File: config.mk
export PLATFORM = sky130hd
export DESIGN_NAME = day12_param_priority_encoder
export DESIGN_NICKNAME = d
export VERILOG_FILES = /design/src/rtl/day12_param_priority_encoder.sv
export SDC_FILE = /design/constraint.sdc
export NUM_CORES = 1
export LEC_CHECK = 0
export ABC_AREA = 1
export BUFFER_PORTS_ARGS = -buffer_cell sky130_fd_sc_hd__buf_4
export CAP_MARGIN = 10
export CORE_MARGIN = 2
export CORE_UTILIZATION = 46
export DETAILED_ROUTE_END_ITERATION = 8
export MAX_ROUTING_LAYER = met4
export PLACE_DENSITY_LB_ADDON = 0.05
export SLEW_MARGIN = 20
export SYNTH_ARGS = -nofsm -noshare
export SYNTH_HDL_FRONTEND = slang
export SYNTH_SLANG_ARGS = --single-unit
File: constraint.sdc
create_clock -name clk -period 1.1 [get_ports clk]
set_input_delay 0.22 -clock clk [delete_from_list [all_inputs] [get_ports clk]]
set_output_delay 0.22 -clock clk [all_outputs]
set_load 0.01 [all_outputs]
File: src/rtl/day12_param_priority_encoder.sv
// day12_param_priority_encoder: registered NUM_REQ-way priority encoder holding each grant until ready_in (clk, reset async, req_in, ready_in -> valid_out, idx_out, onehot_out); define RR_MODE_EN for round-robin priority
module day12_param_priority_encoder #(
    parameter int NUM_REQ = 8,
    localparam int IDX_W = $clog2(NUM_REQ)
) (
    input  logic               clk,
    input  logic               reset,
    input  logic [NUM_REQ-1:0] req_in,
    input  logic               ready_in,
    output logic               valid_out,
    output logic [IDX_W-1:0]   idx_out,
    output logic [NUM_REQ-1:0] onehot_out
);
    typedef enum logic {IDLE, HOLD} state_t;
    state_t state, state_nxt;
    logic valid_nxt, take, ack;
    logic [IDX_W-1:0] idx_nxt, win;
    logic [NUM_REQ-1:0] onehot_nxt;
    assign take = state == IDLE && |req_in;
    assign ack = state == HOLD && ready_in;
`ifdef RR_MODE_EN
    logic [IDX_W-1:0] ptr;
    always_comb begin
        int j;
        j = 0;
        win = '0;
        for (int d = NUM_REQ; d >= 1; d--) begin
            j = int'(ptr) + NUM_REQ - d;
            j = j >= NUM_REQ ? j - NUM_REQ : j;
            if (req_in[j]) win = IDX_W'(j);
        end
    end
    always_ff @(posedge clk or posedge reset) begin
        if (reset) ptr <= '0;
        else if (ack) ptr <= idx_out;
    end
`else
    always_comb begin
        win = '0;
        for (int i = 0; i < NUM_REQ; i++) if (req_in[i]) win = IDX_W'(i);
    end
`endif
    always_ff @(posedge clk or posedge reset) begin
        if (reset) begin
            state      <= IDLE;
            valid_out  <= 1'b0;
            idx_out    <= '0;
            onehot_out <= '0;
        end else begin
            state      <= state_nxt;
            valid_out  <= valid_nxt;
            idx_out    <= idx_nxt;
            onehot_out <= onehot_nxt;
        end
    end
    always_comb begin
        state_nxt  = take ? HOLD : ack ? IDLE : state;
        valid_nxt  = take | (valid_out & ~ack);
        idx_nxt    = take ? win : idx_out;
        onehot_nxt = take ? NUM_REQ'(1) << win : ack ? '0 : onehot_out;
    end
endmodule

Yosys cells after proc, flatten, opt, wreduce, memory -nomap -nowiden
Index checks and enable logic that the tools add are counted.

Flip-flop bits (word level): 13. Input port bits: 11. Word-level logic and storage cells: 24.

Reduce and logical (&&, ||, !) cells: 4. Mux-type cells: 11. Shift operators: 1. Bitwise gates (word level): 4.

Operators by type and width (count): $mux 8 (2); $mux 3 (5); $reduce_or 8->1 (1); $shl 1x3->8 const A (1); $mux 1 (3); $logic_and 1x1->1 (2); $mux 2 (1); $not 1->1 (2); $reduce_bool 2->1 (1); $and 1x1->1 (1); $or 1x1->1 (1).

Longest topological paths before layout
Gate-level depths: netlist (run 1).

Depth in word-level cells: 9. Gate-level depth with buffers: 9.

Worst setup path after synthesis (run 1)
No wires, ideal clock.

Kind: input-to-reg. Start point: input port req_in[5]. End point: register state. Arrival: 799 ps. Stages: 7. Library setup time: 128 ps. Required time: 972 ps. Slack: 173 ps. Buffers on the path: 1. Cells stage by stage: inv_2 -> nand2_4 -> nor2_4 -> nand3_2 -> nand2_4 -> buf_8 -> o21ai_0.

Cells in the longest elaborated chain, start to end: 3. Elaborated cells between the ends (all ways): 4.

Ends and longest elaborated chain: start, declared (line 8) `input logic [NUM_REQ-1:0] req_in,`; $reduce_or 8->1 * (line 19) `assign take = state == IDLE && |req_in;`; $logic_and 1x1->1 * (line 19); $mux 1 / $reduce_bool 2->1 (equally long branches); end signal, assigned (line 50) `state <= state_nxt;`; end, declared (line 15) `state_t state, state_nxt;`.

Mark *: on every way between the ends. The rest lies on a longest branch, timed or not. A chain may end at the register's enable or synchronous reset.

Final worst setup path (run 1)
Start point: register onehot_out[3]. End point: output port onehot_out[3].

RTL lines: start, declared (line 12) `output logic [NUM_REQ-1:0] onehot_out`; start signal, assigned (line 53) `onehot_out <= onehot_nxt;`.

No word-level cell between the ends.

==> flow_metrics.tcl, run 1 <==
set metrics [dict create \
    yosysWarnings 0 \
    power_mw 1.69 \
    dieWidth_um 41.5 \
    dp_cells 119 \
    synth.avg_cell_area_um2 8.28 \
    fin_crit_sh 0.946 \
    vias_per_cell 4.89 \
    drc 0 \
    core_um2 1300 \
    synth_common_cells "nand2_1, dfrtp_1, nand3_1" \
    synth_top_family_by_area "simple AND/OR/NAND/NOR gates" \
    postRouteAntennaNets 0 \
    overflow 0 \
    cp-startpoint "onehot_out[3]" \
    vias 606 \
    leakage_nw 0.512 \
    crit_chain "buf_4" \
    finalHoldViolations 0 \
    synth_compound_area_frac 0.0407 \
    dp_hpwl_um 1050 \
    setup_viol 0 \
    portBuffers 22 \
    cts-root-buf "clkbuf_4" \
    grt_pass1_vias 567 \
    syn_to_final_growth_pct 39.5 \
    reg2reg_to "onehot_out[3]" \
    fmax_ghz 0.961 \
    nets 121 \
    grt_antenna_before_repair 0 \
    grt_pass1_wl_um 2330 \
    rr_startpoint "state" \
    htreeDepth 1 \
    critPathLaunchType "register" \
    path_depth 1 \
    slew_viol_final 0 \
    rsz0062_at_grt "no" \
    clock_latency_ns 0.28 \
    min_delay_path_depth 2 \
    hold_class "in2reg" \
    path_class "reg2out" \
    wl_per_cell_um 10.8 \
    cp_num_buf_inv 1 \
    synth_most_common_cell "nand2_1" \
    max-slew-margin-rel 0.672 \
    place_ws_ns -0.0301 \
    drv_cap 0 \
    dieArea_um2 1720 \
    grt_start_max_net_pins 14 \
    yosys.area.top_type "dfrtp_1" \
    synth_async_sr_flop_share 1.00 \
    gp_congestion 0.811 \
    ir_drop_mv 1.28 \
    synth_edf_count 0 \
    min_period_ns 1.04 \
    max_slew.worst_pin.slew_ns 0.492 \
    synth_top_area_share 0.504 \
    cts_setup_buffers 0 \
    io_pins 23 \
    cts_buffer_depth 2 \
    yosysUniqueCellTypes 16 \
    grtUsageTotal 0.180 \
    crit_required_ns 0.88 \
    final_layout_size_suffix_gt1_frac 0.385 \
    wl_um 1340 \
    syn_nets 89 \
    synth_xor_area_frac 0 \
    numClockSinks 13 \
    initial_core_util 0.496 \
    diodes 0 \
    worstPathMaxFanout 2 \
    end_kind "output pin" \
    drt_iter0_drc 12 \
    synth.area.top_cells "dfrtp_1, nand2_1, nand3_1, inv_1, nand2_4" \
    cp-endpoint "onehot_out[3]" \
    powerDensity_nw_per_um2 1870 \
    synth_ff_type "dfrtp_1" \
    critPathTopFamily "flip-flops" \
    reg2reg_depth 5 \
    syn-cell-area_um2 646 \
    r2r_slack_ns 0.11 \
    slowest_stage "dfrtp_1" \
    yosys.area_share.simple 0.374 \
    crit_arrival_ns 0.82 \
    yosysSeqAreaShare 0.504 \
    clock_skew_ns 0.00736 \
    synth_mux_area_frac 0 \
    setup_ws_ns 0.0598 \
    synthAdderAreaFrac 0 \
    clk_pin_slew_worst_paths_ns 0.08 \
    die_y_um 41.5 \
    ys_ff_latch 13 \
    status "complete, no violations" \
    first_pass_iters 4 \
    whs_ns 0.126 \
    cp_slowest_stage_delay_ns 0.39 \
    cts_tree "done" \
    netlist_instances 78 \
    final_cells 124 \
    numCtsBuffers 3 \
    rows 13 \
]
==> cell usage in the layout, fill, tap and decap left out <==
| master | Yosys | layout |
|---|---|---|
| a21oi_1 | 1 | 1 |
| buf_12 | 0 | 1 |
| buf_4 | 0 | 26 |
| clkbuf_1 | 0 | 1 |
| clkbuf_4 | 0 | 3 |
| dfrtp_1 | 13 | 13 |
| dlygate4sd3_1 | 0 | 1 |
| inv_1 | 7 | 6 |
| inv_2 | 3 | 4 |
| nand2_1 | 26 | 26 |
| nand2_2 | 2 | 2 |
| nand2_4 | 2 | 2 |
| nand3_1 | 10 | 10 |
| nand3_2 | 1 | 1 |
| nand4_1 | 2 | 2 |
| nor2_1 | 5 | 5 |
| nor2_2 | 1 | 1 |
| nor2_4 | 1 | 1 |
| o21ai_0 | 2 | 2 |
| o21bai_2 | 1 | 1 |
==> through the flow <==
step	cell area, µm²	setup TNS (ns)	utilization
after floorplan	646	0	-
after detailed placement	865	-0.120	0.664
after CTS	901	0	0.692
after global routing	901	0	0.692
after global placement	865	-0.116	0.664
final	901	0	0.692
==> cell type report <==
type	instances	area, µm²
Fill cell	118	400
Sequential cell	13	325
Multi-Input combinational cell	54	268
Timing Repair Buffer	28	225
Inverter	10	37.5
Clock buffer	4	26.3
Tap cell	15	18.8
==> logic make-up after synthesis <==
kind of cell	Yosys count
compound gates	4
simple gates	50
buf+inv	11
flops	13
==> report_power, final <==
| group | internal (mW) | switching (mW) | leakage (nW) |
|---|---|---|---|
| combinational | 0.345 | 0.366 | 0.334 |
| sequential | 0.601 | 0.0746 | 0.163 |
| clock | 0.141 | 0.160 | 0.0150 |
| total | 1.09 | 0.600 | 0.512 |
==> sequential cells by signal, indices dropped and copies added, names as in the netlist <==
register,count
valid_out,1
onehot_out,8
idx_out,3
state,1
==> layer usage <==
| metal | routed length [µm] | share of wire | GRT usage | vias to the layer above |
|---|---|---|---|---|
| li1 | - | - | - | 305 |
| met1 | 569 | 0.42 | 0.223 | 281 |
| met2 | 674 | 0.50 | 0.294 | 15 |
| met3 | 67 | 0.050 | 0.0261 | 5 |
| met4 | 29 | 0.022 | 0.0774 | 0 |
| met5 | 0 | 0 | - | - |
==> repair_timing <==
item,CTS,global route
resized for setup,0,1
endpoints found under the setup margin,0,3
endpoints found under the hold margin,13,0
hold buffers,1,0
==> worst min path at each step <==
stage,start,to,slack (ns)
2_1_floorplan,reset,idx_out[0],0.1
3_3_place_gp,reset,onehot_out[4],0.27
3_5_place_dp,reset,valid_out,0.28
4_1_cts,ready_in,state,0.13
5_1_grt,ready_in,state,0.14
6_report,ready_in,state,0.13
No activity file was read; power rests on OpenSTA's default activity.
==> run 2, diff against run 1 <==
Settings changed: BUFFER_PORTS_ARGS -buffer_cell sky130_fd_sc_hd__buf_4 to -buffer_cell sky130_fd_sc_hd__buf_2, CTS_BUF_LIST set to sky130_fd_sc_hd__clkbuf_16.
==> run 2 against run 1 <==
Against the previous run:
- the run now ends with hold timing left
- clock power up 120%
- die area unchanged
- sequential share of layout area up 1.1 points
- final cell count down 2.4%
- sequential power down 1%
- critical path type is now reg2reg
- critical endpoint is now onehot_out[3]
==> flow_metrics.tcl, run 2 (synthesized netlist as in run 1, its figures left out) <==
set metrics [dict create \
    leakage_nw 0.513 \
    top_register "onehot_out" \
    wl_per_cell_um 11.2 \
    final_cells 121 \
    io_pins 23 \
    grt_pass1_wl_um 2360 \
    largest_reg_flops 8 \
    gp_congestion 0.826 \
    grt_pass1_vias 602 \
    drc 0 \
    whs_ns -0.0133 \
    initial_core_util 0.496 \
    final_cell_mix "nand2_1, buf_2, dfrtp_1" \
    dieArea_um2 1720 \
    reg2reg_depth 5 \
    clock_latency_ns 0.24 \
    drt_iter0_drc 20 \
    vias 591 \
    status "complete, but fails checks" \
    reg_top3 "onehot_out: 8 flops, idx_out: 3 flops" \
    max-slew-margin-rel 0.682 \
    clk_pin_slew_worst_paths_ns 0.04 \
    slew_viol_final 0 \
    vias_per_cell 4.88 \
    setup_viol 0 \
    syn_to_final_growth_pct 35.3 \
    grtUsageTotal 0.188 \
    grt_start_max_net_pins 14 \
    dp_cells 117 \
    numClockSinks 13 \
    postRouteAntennaNets 0 \
    power_mw 1.96 \
    numCtsBuffers 3 \
    dp_hpwl_um 1030 \
    first_pass_iters 4 \
    grt_antenna_before_repair 0 \
    max_slew.worst_pin.slew_ns 0.477 \
    finalHoldViolations 13 \
    diodes 0 \
    hold_class "in2async" \
    die_y_um 41.5 \
    final_common_cell "nand2_1" \
    dieWidth_um 41.5 \
    critPathLaunchType "register" \
    crit_arrival_ns 1.15 \
    wl_um 1350 \
    fmax_ghz 0.981 \
    cts-root-buf "clkbuf_16" \
    core_um2 1300 \
    cts_resized 0 \
    cts_setup_buffers 0 \
    violations "hold timing" \
    cts_hold_buf 0 \
    powerDensity_nw_per_um2 2240 \
    overflow 0 \
    rsz0062_at_grt "no" \
    path_class "reg2reg" \
    drv_cap 0 \
    r2r_slack_ns 0.08 \
    final_layout_size_suffix_gt1_frac 0.368 \
    end_kind "register" \
    nets 118 \
    crit_required_ns 1.23 \
    reg2reg_to "onehot_out[3]" \
    clock_skew_ns 0.00343 \
    portBuffers 22 \
    htreeDepth 1 \
    rr_startpoint "state" \
    rows 13 \
    fillers 110 \
    fin_crit_sh 0.927 \
    worstPathMaxFanout 9 \
    cts_tree "done" \
    min_period_ns 1.02 \
    cts_buffer_depth 2 \
    ir_drop_mv 1.31 \
]
==> run 2: cell types whose count changed in the layout (fill, tap and decap cells not counted), sizes merged <==
cell         change
inv              +1
clkbuf           -1
dlygate4sd3      -1
buf              -2
==> run 2: worst max-delay path, cell delays in order, from the launching register on <==
cell,delay (ns)
dfrtp_1,0.40
inv_1,0.13
nand2_4,0.11
buf_12,0.15
nand3_1,0.06
nand2_1,0.06
==> run 2: area by class of cell <==
type                            instances  area (µm²)  share of cell area
Clock buffer                            3        75.1              0.0860
Clock inverter                          1        3.75             0.00430
Inverter                               10        37.5              0.0430
Multi-Input combinational cell         54         268               0.307
Sequential cell                        13         325               0.372
Tap cell                               15        18.8              0.0215
Timing Repair Buffer                   25         145               0.166
==> run 2: per-stage QoR <==
| step | hold WS [ns] | setup TNS (ns) | utilization | area (µm²) | worst slack [ns] |
|---|---|---|---|---|---|
| 4_1_cts | 0.00277 | 0 | 0.671 | 873 | 0.0826 |
| 6_report | -0.0133 | 0 | 0.671 | 873 | 0.0804 |
| 3_3_place_gp | 0.253 | -0.0698 | 0.611 | 795 | -0.0268 |
| 2_1_floorplan | 0.0970 | 0 | - | 646 | 0.173 |
| 5_1_grt | 0.0544 | 0 | 0.671 | 873 | 0.0120 |
| 3_5_place_dp | 0.261 | -0.0481 | 0.611 | 795 | -0.0229 |
==> run 2: layer usage <==
layer / GRT usage / routed length [µm] / vias up
met5: - / 0 / -
met3: 0.0609 / 82 / 4
met1: 0.202 / 562 / 265
li1: - / - / 302
met2: 0.306 / 671 / 20
met4: 0.0968 / 34 / 0
==> run 2: report_power, final <==
part	switching, mW	internal (mW)
Clock	0.189	0.478
Sequential	0.0649	0.604
Combinational	0.369	0.254
Total	0.623	1.34
==> run 2: how the worst max path moves through the flow <==
stage                   start            end  slack [ns]  cells past startpoint
global route            state  onehot_out[3]        0.01                      5
global placement    req_in[5]     idx_out[2]       -0.03                      9
detailed placement  req_in[6]     idx_out[2]       -0.02                      9
floorplan           req_in[5]          state        0.17                      7
CTS                     state  onehot_out[3]        0.08                      5
finish                  state  onehot_out[3]        0.08                      5
